File: src/rtl/cmps_rd_seq_pkg.sv
// Shared definitions for the CMPS memory-side read sequencer.
// Optional feature macro: CMPS_REP_EN (REPE/REPNE iteration).
package cmps_rd_seq_pkg;

  localparam int unsigned CNT_W = 32;

  typedef enum logic [2:0] {
    ST_IDLE = 3'd0,
    ST_RD1  = 3'd1,
    ST_RD2  = 3'd2,
    ST_CMP  = 3'd3,
    ST_DONE = 3'd4
  } state_e;

  localparam logic [1:0] SZ_BYTE    = 2'b00;
  localparam logic [1:0] SZ_WORD    = 2'b01;
  localparam logic [1:0] SZ_DWORD   = 2'b10;
  localparam logic [1:0] SZ_ILLEGAL = 2'b11;

  localparam logic [1:0] REP_E  = 2'b01;
  localparam logic [1:0] REP_NE = 2'b10;

  // True for the two repeat prefixes; 2'b11 behaves like no prefix.
  function automatic logic is_rep(input logic [1:0] rep);
    return (rep == REP_E) || (rep == REP_NE);
  endfunction

endpackage

File: src/rtl/cmps_rd_seq_step_gen.sv
// Pointer step generator for string instructions: +/-1/2/4 by size and DF.
module cmps_rd_seq_step_gen
  import cmps_rd_seq_pkg::*;
#(
  parameter int unsigned AW = 32
) (
  input  logic [1:0]    op_size,
  input  logic          df,
  output logic [AW-1:0] step_c
);

  logic [AW-1:0] mag;

  // Magnitude from size, two's-complement negated when counting down.
  always_comb begin
    mag = '0;
    case (op_size)
      SZ_BYTE:  mag = AW'(1);
      SZ_WORD:  mag = AW'(2);
      SZ_DWORD: mag = AW'(4);
      default:  mag = '0;
    endcase
    step_c = df ? (~mag + AW'(1)) : mag;
  end

endmodule

File: src/rtl/cmps_rd_seq.sv
// CMPS / REP CMPS memory-side sequencer: reads [ESI] then [EDI], hands both
// operands to the ALU, steps pointers and (with CMPS_REP_EN) counts ECX down.
// Optional feature macro: CMPS_REP_EN.
module cmps_rd_seq
  import cmps_rd_seq_pkg::*;
#(
  parameter int unsigned AW = 32,
  parameter int unsigned DW = 32
) (
  input  logic             clk,
  input  logic             rst_n,
  input  logic             start,
  input  logic [1:0]       rep_mode,
  input  logic [1:0]       op_size,
  input  logic             df,
  input  logic [AW-1:0]    esi_in,
  input  logic [AW-1:0]    edi_in,
  input  logic [CNT_W-1:0] ecx_in,
  input  logic             abort,
  output logic             mem_rd_req,
  output logic [AW-1:0]    mem_rd_addr,
  output logic [1:0]       mem_rd_size,
  input  logic             mem_rd_ack,
  input  logic [DW-1:0]    mem_rd_data,
  output logic [DW-1:0]    mem_out_latched,
  output logic [DW-1:0]    mem_out,
  output logic             cmps_valid,
  input  logic             cmps_zf,
  output logic [AW-1:0]    esi_out,
  output logic [AW-1:0]    edi_out,
  output logic [CNT_W-1:0] ecx_out,
  output logic             busy,
  output logic             done,
  output logic             err_size
);

  state_e           state_q, state_d;
  logic             req_q, req_d;
  logic [AW-1:0]    addr_q, addr_d;
  logic [1:0]       size_q, size_d;
  logic             df_q, df_d;
  logic [DW-1:0]    lat_q, lat_d;
  logic [DW-1:0]    out_q, out_d;
  logic [AW-1:0]    esi_q, esi_d;
  logic [AW-1:0]    edi_q, edi_d;
  logic [CNT_W-1:0] ecx_q, ecx_d;
  logic             valid_q, valid_d;
  logic             busy_q, busy_d;
  logic             done_q, done_d;
  logic             err_q, err_d;
  logic             skip_c;
  logic             cont_c;
  logic [AW-1:0]    step_c;

`ifdef CMPS_REP_EN
  logic [1:0]       rep_q, rep_d;
`else
  logic             unused_rep_c;
  assign unused_rep_c = ^{rep_mode, cmps_zf};
`endif

  // Zero-extend read data to the latched operand size.
  function automatic logic [DW-1:0] zext(input logic [DW-1:0] d, input logic [1:0] sz);
    logic [DW-1:0] r;
    r = d;
    case (sz)
      SZ_BYTE: r = DW'(d[7:0]);
      SZ_WORD: r = DW'(d[15:0]);
      default: r = d;
    endcase
    return r;
  endfunction

  cmps_rd_seq_step_gen #(.AW(AW)) u_step (
    .op_size (size_q),
    .df      (df_q),
    .step_c  (step_c)
  );

  // Next-state and next-output logic; abort overrides everything.
  always_comb begin
    state_d = state_q;
    req_d   = req_q;
    addr_d  = addr_q;
    size_d  = size_q;
    df_d    = df_q;
    lat_d   = lat_q;
    out_d   = out_q;
    esi_d   = esi_q;
    edi_d   = edi_q;
    ecx_d   = ecx_q;
    valid_d = 1'b0;
    done_d  = 1'b0;
    err_d   = 1'b0;
    skip_c  = 1'b0;
    cont_c  = 1'b0;
`ifdef CMPS_REP_EN
    rep_d   = rep_q;
`endif

    case (state_q)
      ST_IDLE: begin
        if (start) begin
          if (op_size == SZ_ILLEGAL) begin
            err_d = 1'b1;
          end else begin
            size_d = op_size;
            df_d   = df;
            esi_d  = esi_in;
            edi_d  = edi_in;
            ecx_d  = ecx_in;
`ifdef CMPS_REP_EN
            rep_d  = rep_mode;
            skip_c = is_rep(rep_mode) && (ecx_in == '0);
`endif
            if (skip_c) begin
              state_d = ST_DONE;
              done_d  = 1'b1;
            end else begin
              state_d = ST_RD1;
              req_d   = 1'b1;
              addr_d  = esi_in;
            end
          end
        end
      end
      ST_RD1: begin
        if (mem_rd_ack) begin
          lat_d   = zext(mem_rd_data, size_q);
          state_d = ST_RD2;
          addr_d  = edi_q;
        end
      end
      ST_RD2: begin
        if (mem_rd_ack) begin
          out_d   = zext(mem_rd_data, size_q);
          state_d = ST_CMP;
          req_d   = 1'b0;
          valid_d = 1'b1;
        end
      end
      ST_CMP: begin
        esi_d = esi_q + step_c;
        edi_d = edi_q + step_c;
`ifdef CMPS_REP_EN
        if (is_rep(rep_q)) begin
          ecx_d = ecx_q - CNT_W'(1);
        end
        cont_c = is_rep(rep_q) && (ecx_d != '0) && ((rep_q == REP_E) == cmps_zf);
`endif
        if (cont_c) begin
          state_d = ST_RD1;
          req_d   = 1'b1;
          addr_d  = esi_d;
        end else begin
          state_d = ST_DONE;
          done_d  = 1'b1;
        end
      end
      ST_DONE: state_d = ST_IDLE;
      default: state_d = ST_IDLE;
    endcase

    if (abort) begin
      state_d = ST_IDLE;
      req_d   = 1'b0;
      valid_d = 1'b0;
      done_d  = 1'b0;
      err_d   = 1'b0;
      size_d  = size_q;
      df_d    = df_q;
      lat_d   = lat_q;
      out_d   = out_q;
      esi_d   = esi_q;
      edi_d   = edi_q;
      ecx_d   = ecx_q;
`ifdef CMPS_REP_EN
      rep_d   = rep_q;
`endif
    end

    busy_d = (state_d != ST_IDLE);
  end

  // State and registered outputs.
  always_ff @(posedge clk or negedge rst_n) begin
    if (!rst_n) begin
      state_q <= ST_IDLE;
      req_q   <= 1'b0;
      addr_q  <= '0;
      size_q  <= '0;
      df_q    <= 1'b0;
      lat_q   <= '0;
      out_q   <= '0;
      esi_q   <= '0;
      edi_q   <= '0;
      ecx_q   <= '0;
      valid_q <= 1'b0;
      busy_q  <= 1'b0;
      done_q  <= 1'b0;
      err_q   <= 1'b0;
`ifdef CMPS_REP_EN
      rep_q   <= '0;
`endif
    end else begin
      state_q <= state_d;
      req_q   <= req_d;
      addr_q  <= addr_d;
      size_q  <= size_d;
      df_q    <= df_d;
      lat_q   <= lat_d;
      out_q   <= out_d;
      esi_q   <= esi_d;
      edi_q   <= edi_d;
      ecx_q   <= ecx_d;
      valid_q <= valid_d;
      busy_q  <= busy_d;
      done_q  <= done_d;
      err_q   <= err_d;
`ifdef CMPS_REP_EN
      rep_q   <= rep_d;
`endif
    end
  end

  assign mem_rd_req      = req_q;
  assign mem_rd_addr     = addr_q;
  assign mem_rd_size     = size_q;
  assign mem_out_latched = lat_q;
  assign mem_out         = out_q;
  assign cmps_valid      = valid_q;
  assign esi_out         = esi_q;
  assign edi_out         = edi_q;
  assign ecx_out         = ecx_q;
  assign busy            = busy_q;
  assign done            = done_q;
  assign err_size        = err_q;

endmodule

File: config.mk
export PLATFORM = sky130hd
export DESIGN_NAME = cmps_rd_seq
export DESIGN_NICKNAME = d
export VERILOG_FILES = /design/src/rtl/cmps_rd_seq_pkg.sv /design/src/rtl/cmps_rd_seq_step_gen.sv /design/src/rtl/cmps_rd_seq.sv
export SDC_FILE = /design/constraint.sdc
export NUM_CORES = 1
export LEC_CHECK = 0
export BUFFER_PORTS_ARGS = -buffer_cell sky130_fd_sc_hd__buf_2
export CAP_MARGIN = 10
export CORE_ASPECT_RATIO = 0.75
export CORE_MARGIN = 1.5
export CORE_UTILIZATION = 38
export CTS_BUF_LIST = sky130_fd_sc_hd__clkbuf_4 sky130_fd_sc_hd__clkbuf_8 sky130_fd_sc_hd__clkbuf_16
export DETAILED_ROUTE_END_ITERATION = 16
export MAX_ROUTING_LAYER = met4
export PLACE_DENSITY_LB_ADDON = 0.12
export SLEW_MARGIN = 10
export SYNTH_ARGS = -nofsm -noshare
export SYNTH_HDL_FRONTEND = slang
export SYNTH_SLANG_ARGS = --single-unit
File: constraint.sdc
create_clock -name clk -period 7.2 [get_ports clk]
set_input_delay 1.44 -clock clk [delete_from_list [all_inputs] [get_ports clk]]
set_output_delay 1.44 -clock clk [all_outputs]
set_load 0.02 [all_outputs]
==> results_tabular.tex <==
\begin{tabular}{lr}
\hline
Metric & Value \\
\hline
\multicolumn{2}{l}{\textbf{Status}} \\
Result of the run & complete, no violations \\
\multicolumn{2}{l}{\textbf{Route}} \\
Wirelength, routed & 34.5 mm \\
1st-iter DRT viols & 631 \\
Per-cell via count in the routed design & 5.14 \\
1st-pass router iterations & 5 \\
Total via count in the routed design & just over 10,000 \\
Final antenna-violating net count & 0 \\
Number of remaining DRC errors & 0 \\
Post-DR wirelength/cell & 17.5 um \\
\multicolumn{2}{l}{\textbf{Yosys}} \\
Cells after synthesis & 1,253 \\
Most common cell in the netlist & nand2\_1 \\
Post-synth EDFFs & 0 \\
Dominant cell type by area after synthesis & dfrtp\_1 \\
Sequential area share after synthesis & 0.439 \\
Ranking of synthesized cells by area & dfrtp\_1, nand2\_1, ha\_1 \\
Most frequent cells after synthesis & nand2\_1, dfrtp\_1, o21ai\_0, a21oi\_1, nor2\_1 \\
Count of different cell masters after synthesis & between 70 and 80 \\
Average size of a mapped cell & 9.23 sq um \\
Synth Flop Type & dfrtp\_1 \\
Cell area after synthesis & 0.0116 sq mm \\
Synthesized flop and latch total & 203 \\
Top cell type's share of synthesized area & 0.439 \\
Yosys warns & 0 \\
Net count after synthesis & 1,456 \\
Async set-or-reset flop fraction in the synthesized netlist & 1.00 \\
\multicolumn{2}{l}{\textbf{Setup path}} \\
Class of the most critical setup path & reg -> reg \\
Number of cells on the worst reg-to-reg path & 13 \\
CP cell instances & a21oi\_4 > buf\_4 > ha\_1 > a21oi\_1 > nor2b\_1 > o41ai\_1 > a2bb2oi\_1 > o31a\_1 > a311o\_1 > a21oi\_1 > o21ai\_1 > mux2\_2 > o211ai\_1 \\
Data required time of the critical path & 7.63 ns \\
End point of the critical path & edi\_out[31] \\
Worst setup slack for register-to-register paths & 3.11 ns \\
Critical-path maximum fanout & 32 \\
Worst setup path startpoint & mem\_rd\_size[0] \\
Arrival time of the worst setup path & $\sim$4.5 ns \\
Reg2reg start & mem\_rd\_size[0] \\
Master of the slowest instance on the critical path & dfrtp\_1 \\
FF-to-FF End & edi\_out[31] \\
Cell repeated most along the worst path & a21oi\_1 \\
Crit-path max cell delay & roughly 0.56 ns \\
Element type at the critical path end & flip-flop \\
Startpoint types & flip-flop \\
\multicolumn{2}{l}{\textbf{Min path}} \\
Worst Hold Class & reg -> reg \\
\multicolumn{2}{l}{\textbf{Final layout}} \\
Net total in the final layout & 1,759 \\
Fraction of the core area covered by cells at the end of the flow & 0.481 \\
Growth of design area from synthesis to finish & 25.1\% \\
Fraction of final layout cells with drive strength greater than 1 & 0.293 \\
\multicolumn{2}{l}{\textbf{STA}} \\
Max frequency & 245 MHz \\
Slew of the pin with the lowest slew margin & 1.06 ns \\
Endpoints failing setup & 0 \\
Final count of pins violating max slew & 0 \\
Hold Violations, Final & 0 \\
Total negative setup slack & 0 ns \\
Unrepaired setup endpoints after global routing & no \\
Min Clock Period, post-route & between 4 and 5 ns \\
Final period util & 0.568 \\
Relative slew margins & 0.290 \\
Layout Skew & $\sim$0.011 ns \\
\multicolumn{2}{l}{\textbf{Clock tree}} \\
Number of hold buffers added after cts & 0 \\
Inserted Clock Buffers & 23 \\
Max Root-Sink Buffers & 3 \\
Clk slew on worst S/H paths & 0.06 ns \\
Clk Latency, worst-skew pair & 0.52 ns \\
Number of H-tree branching levels & 1 \\
Resized cells post-CTS & 0 \\
Clock Sinks & about 200 \\
Root cell of the clock tree & clkbuf\_16 \\
TritonCTS clock tree & done \\
Post-CTS Setup Bufs & 0 \\
\multicolumn{2}{l}{\textbf{Floorplan}} \\
Area of the die & between 0.03 and 0.04 sq mm \\
Core Footprint & 0.0301 sq mm \\
Die Y & 154 um \\
Initial core utilization & 0.384 \\
Row Count & 55 \\
Top Ports & 338 \\
Overall die width & 204 um \\
\multicolumn{2}{l}{\textbf{Placed design}} \\
Buffers added on ports & 334 \\
Gpl congestion & 0.840 \\
HPWL after DPL & 24.9 mm \\
\multicolumn{2}{l}{\textbf{Flow run}} \\
Max-cap viol count & 0 \\
\multicolumn{2}{l}{\textbf{Global routing}} \\
Sum of overflow across all layers after global routing & 0 \\
Largest net degree at the start of global routing & 164 \\
Wire length of the first global-routing pass & 54.6 mm \\
Number of global-route vias before repair & 9,594 \\
Antenna violations before repair & 3 \\
Total global routing track utilization & 0.224 \\
\multicolumn{2}{l}{\textbf{Power}} \\
Switching power share of the total & 0.424 \\
Net switching power of the design & about 0.0026 W \\
Internal Power & about 0.0035 W \\
Clk pwr share & 0.227 \\
Largest voltage drop on the vdd net & between 0.00015 and 0.0002 V \\
Fraction of power consumed by sequential logic & 0.284 \\
Static leakage & 7.17 nW \\
Total power per unit cell area & 416 mW/mm\^{}2 \\
Part of the total power dissipated in combinational logic & 0.489 \\
\hline
\end{tabular}
## layout make-up
type                       count  area [sq um]
fill                        2939         15600
multi-input combinational    962          6140
sequential                   203          5080
timing repair buffer         345          1780
clock buffer                  30           666
tap                          399           499
clock inverter                11           211
inverter                      21          78.8
antenna                        3          7.51
## power by group through the flow
stage / registers (W) / clock network, W / logic (W)
4_1_cts: 0.00171 / 0.00140 / 0.00295
3_3_place_gp: 0.00172 / 0 / 0.00292
5_1_grt: 0.00176 / 0.00144 / 0.00325
2_1_floorplan: 0.00210 / 0 / 0.00172
6_report: 0.00171 / 0.00136 / 0.00294
3_5_place_dp: 0.00173 / 0 / 0.00294
## registers in the layout, summed over array words and instances, names as in the netlist, 2 cells and up
signal           cells
ecx_out             32
edi_out             32
esi_out             32
mem_out             32
mem_out_latched     32
mem_rd_addr         32
state_q              3
mem_rd_size          2
## metrics by stage
stage | total power [W] | instance area, sq um | setup WS [ns] | std cells | hold slack [ns]
after floorplan | 0.00381 | 11600 | 1.52 | 1253 | 0.473
after global routing | 0.00645 | 14500 | 2.82 | 1974 | 0.489
final | 0.00601 | 14500 | 3.11 | 1974 | 0.467
after detailed placement | 0.00467 | 13600 | 3.19 | 1930 | 0.458
after CTS | 0.00606 | 14500 | 3.15 | 1971 | 0.473
after global placement | 0.00464 | 13600 | 3.23 | 1930 | 0.455
## how the worst min path moves through the flow
| stage | start | end | cells after the start |
|---|---|---|---|
| after floorplan | state_q[2] | state_q[0] | 1 |
| after global placement | mem_out[0] | mem_out[0] | 2 |
| after detailed placement | mem_out[2] | mem_out[2] | 2 |
| after CTS | mem_out[6] | mem_out[6] | 2 |
| after global routing | mem_out_latched[27] | mem_out_latched[27] | 2 |
| final | mem_out[7] | mem_out[7] | 2 |
## cells by family after synthesis
family                     synth area share
xor gates and xnor gates             0.0364
DFF                                   0.439
and+or+nand+nor                       0.144
buffers and inverters                0.0327
adders and majority gates            0.0706
muxes                                0.0739
AOI/OAI and AO/OA                     0.203
## cell usage in the layout (no fill, tap or decap), types with 4 or more instances in the layout
master,n
nand2b_1,11
a211o_1,4
nor2b_1,7
xnor2_1,27
a21oi_1,113
buf_4,10
ha_1,62
o21ai_1,4
nor2_1,78
o21a_1,8
xor2_1,21
a211oi_1,11
and3_1,11
clkbuf_16,23
o211ai_1,4
bufinv_16,6
o21ai_2,5
nand3_1,19
mux2_2,43
o22ai_1,5
dfrtp_1,203
nand2_1,206
o31ai_1,5
a21o_1,32
nor3_1,11
nand4_1,11
clkbuf_8,7
mux2i_1,37
nor4_1,5
a31oi_1,18
o21ai_0,147
inv_1,20
buf_2,333
## layer usage
| layer | global-route usage | part of all wire |
|---|---|---|
| met5 | - | 0 |
| met3 | 0.0267 | 0.046 |
| met1 | 0.328 | 0.49 |
| met4 | 0.0462 | 0.017 |
| met2 | 0.329 | 0.45 |
## critical path, delay by kind of cell, from the launching register on
kind | cells | cell delay [ns]
adders and majority gates | 1 | 0.39
and+or+nand+nor | 1 | 0.08
AOI/OAI and AO/OA | 9 | 2.19
buffers and inverters | 1 | 0.39
DFF | 1 | 0.56
muxes | 1 | 0.37
No activity file was read; power rests on OpenSTA's default activity.
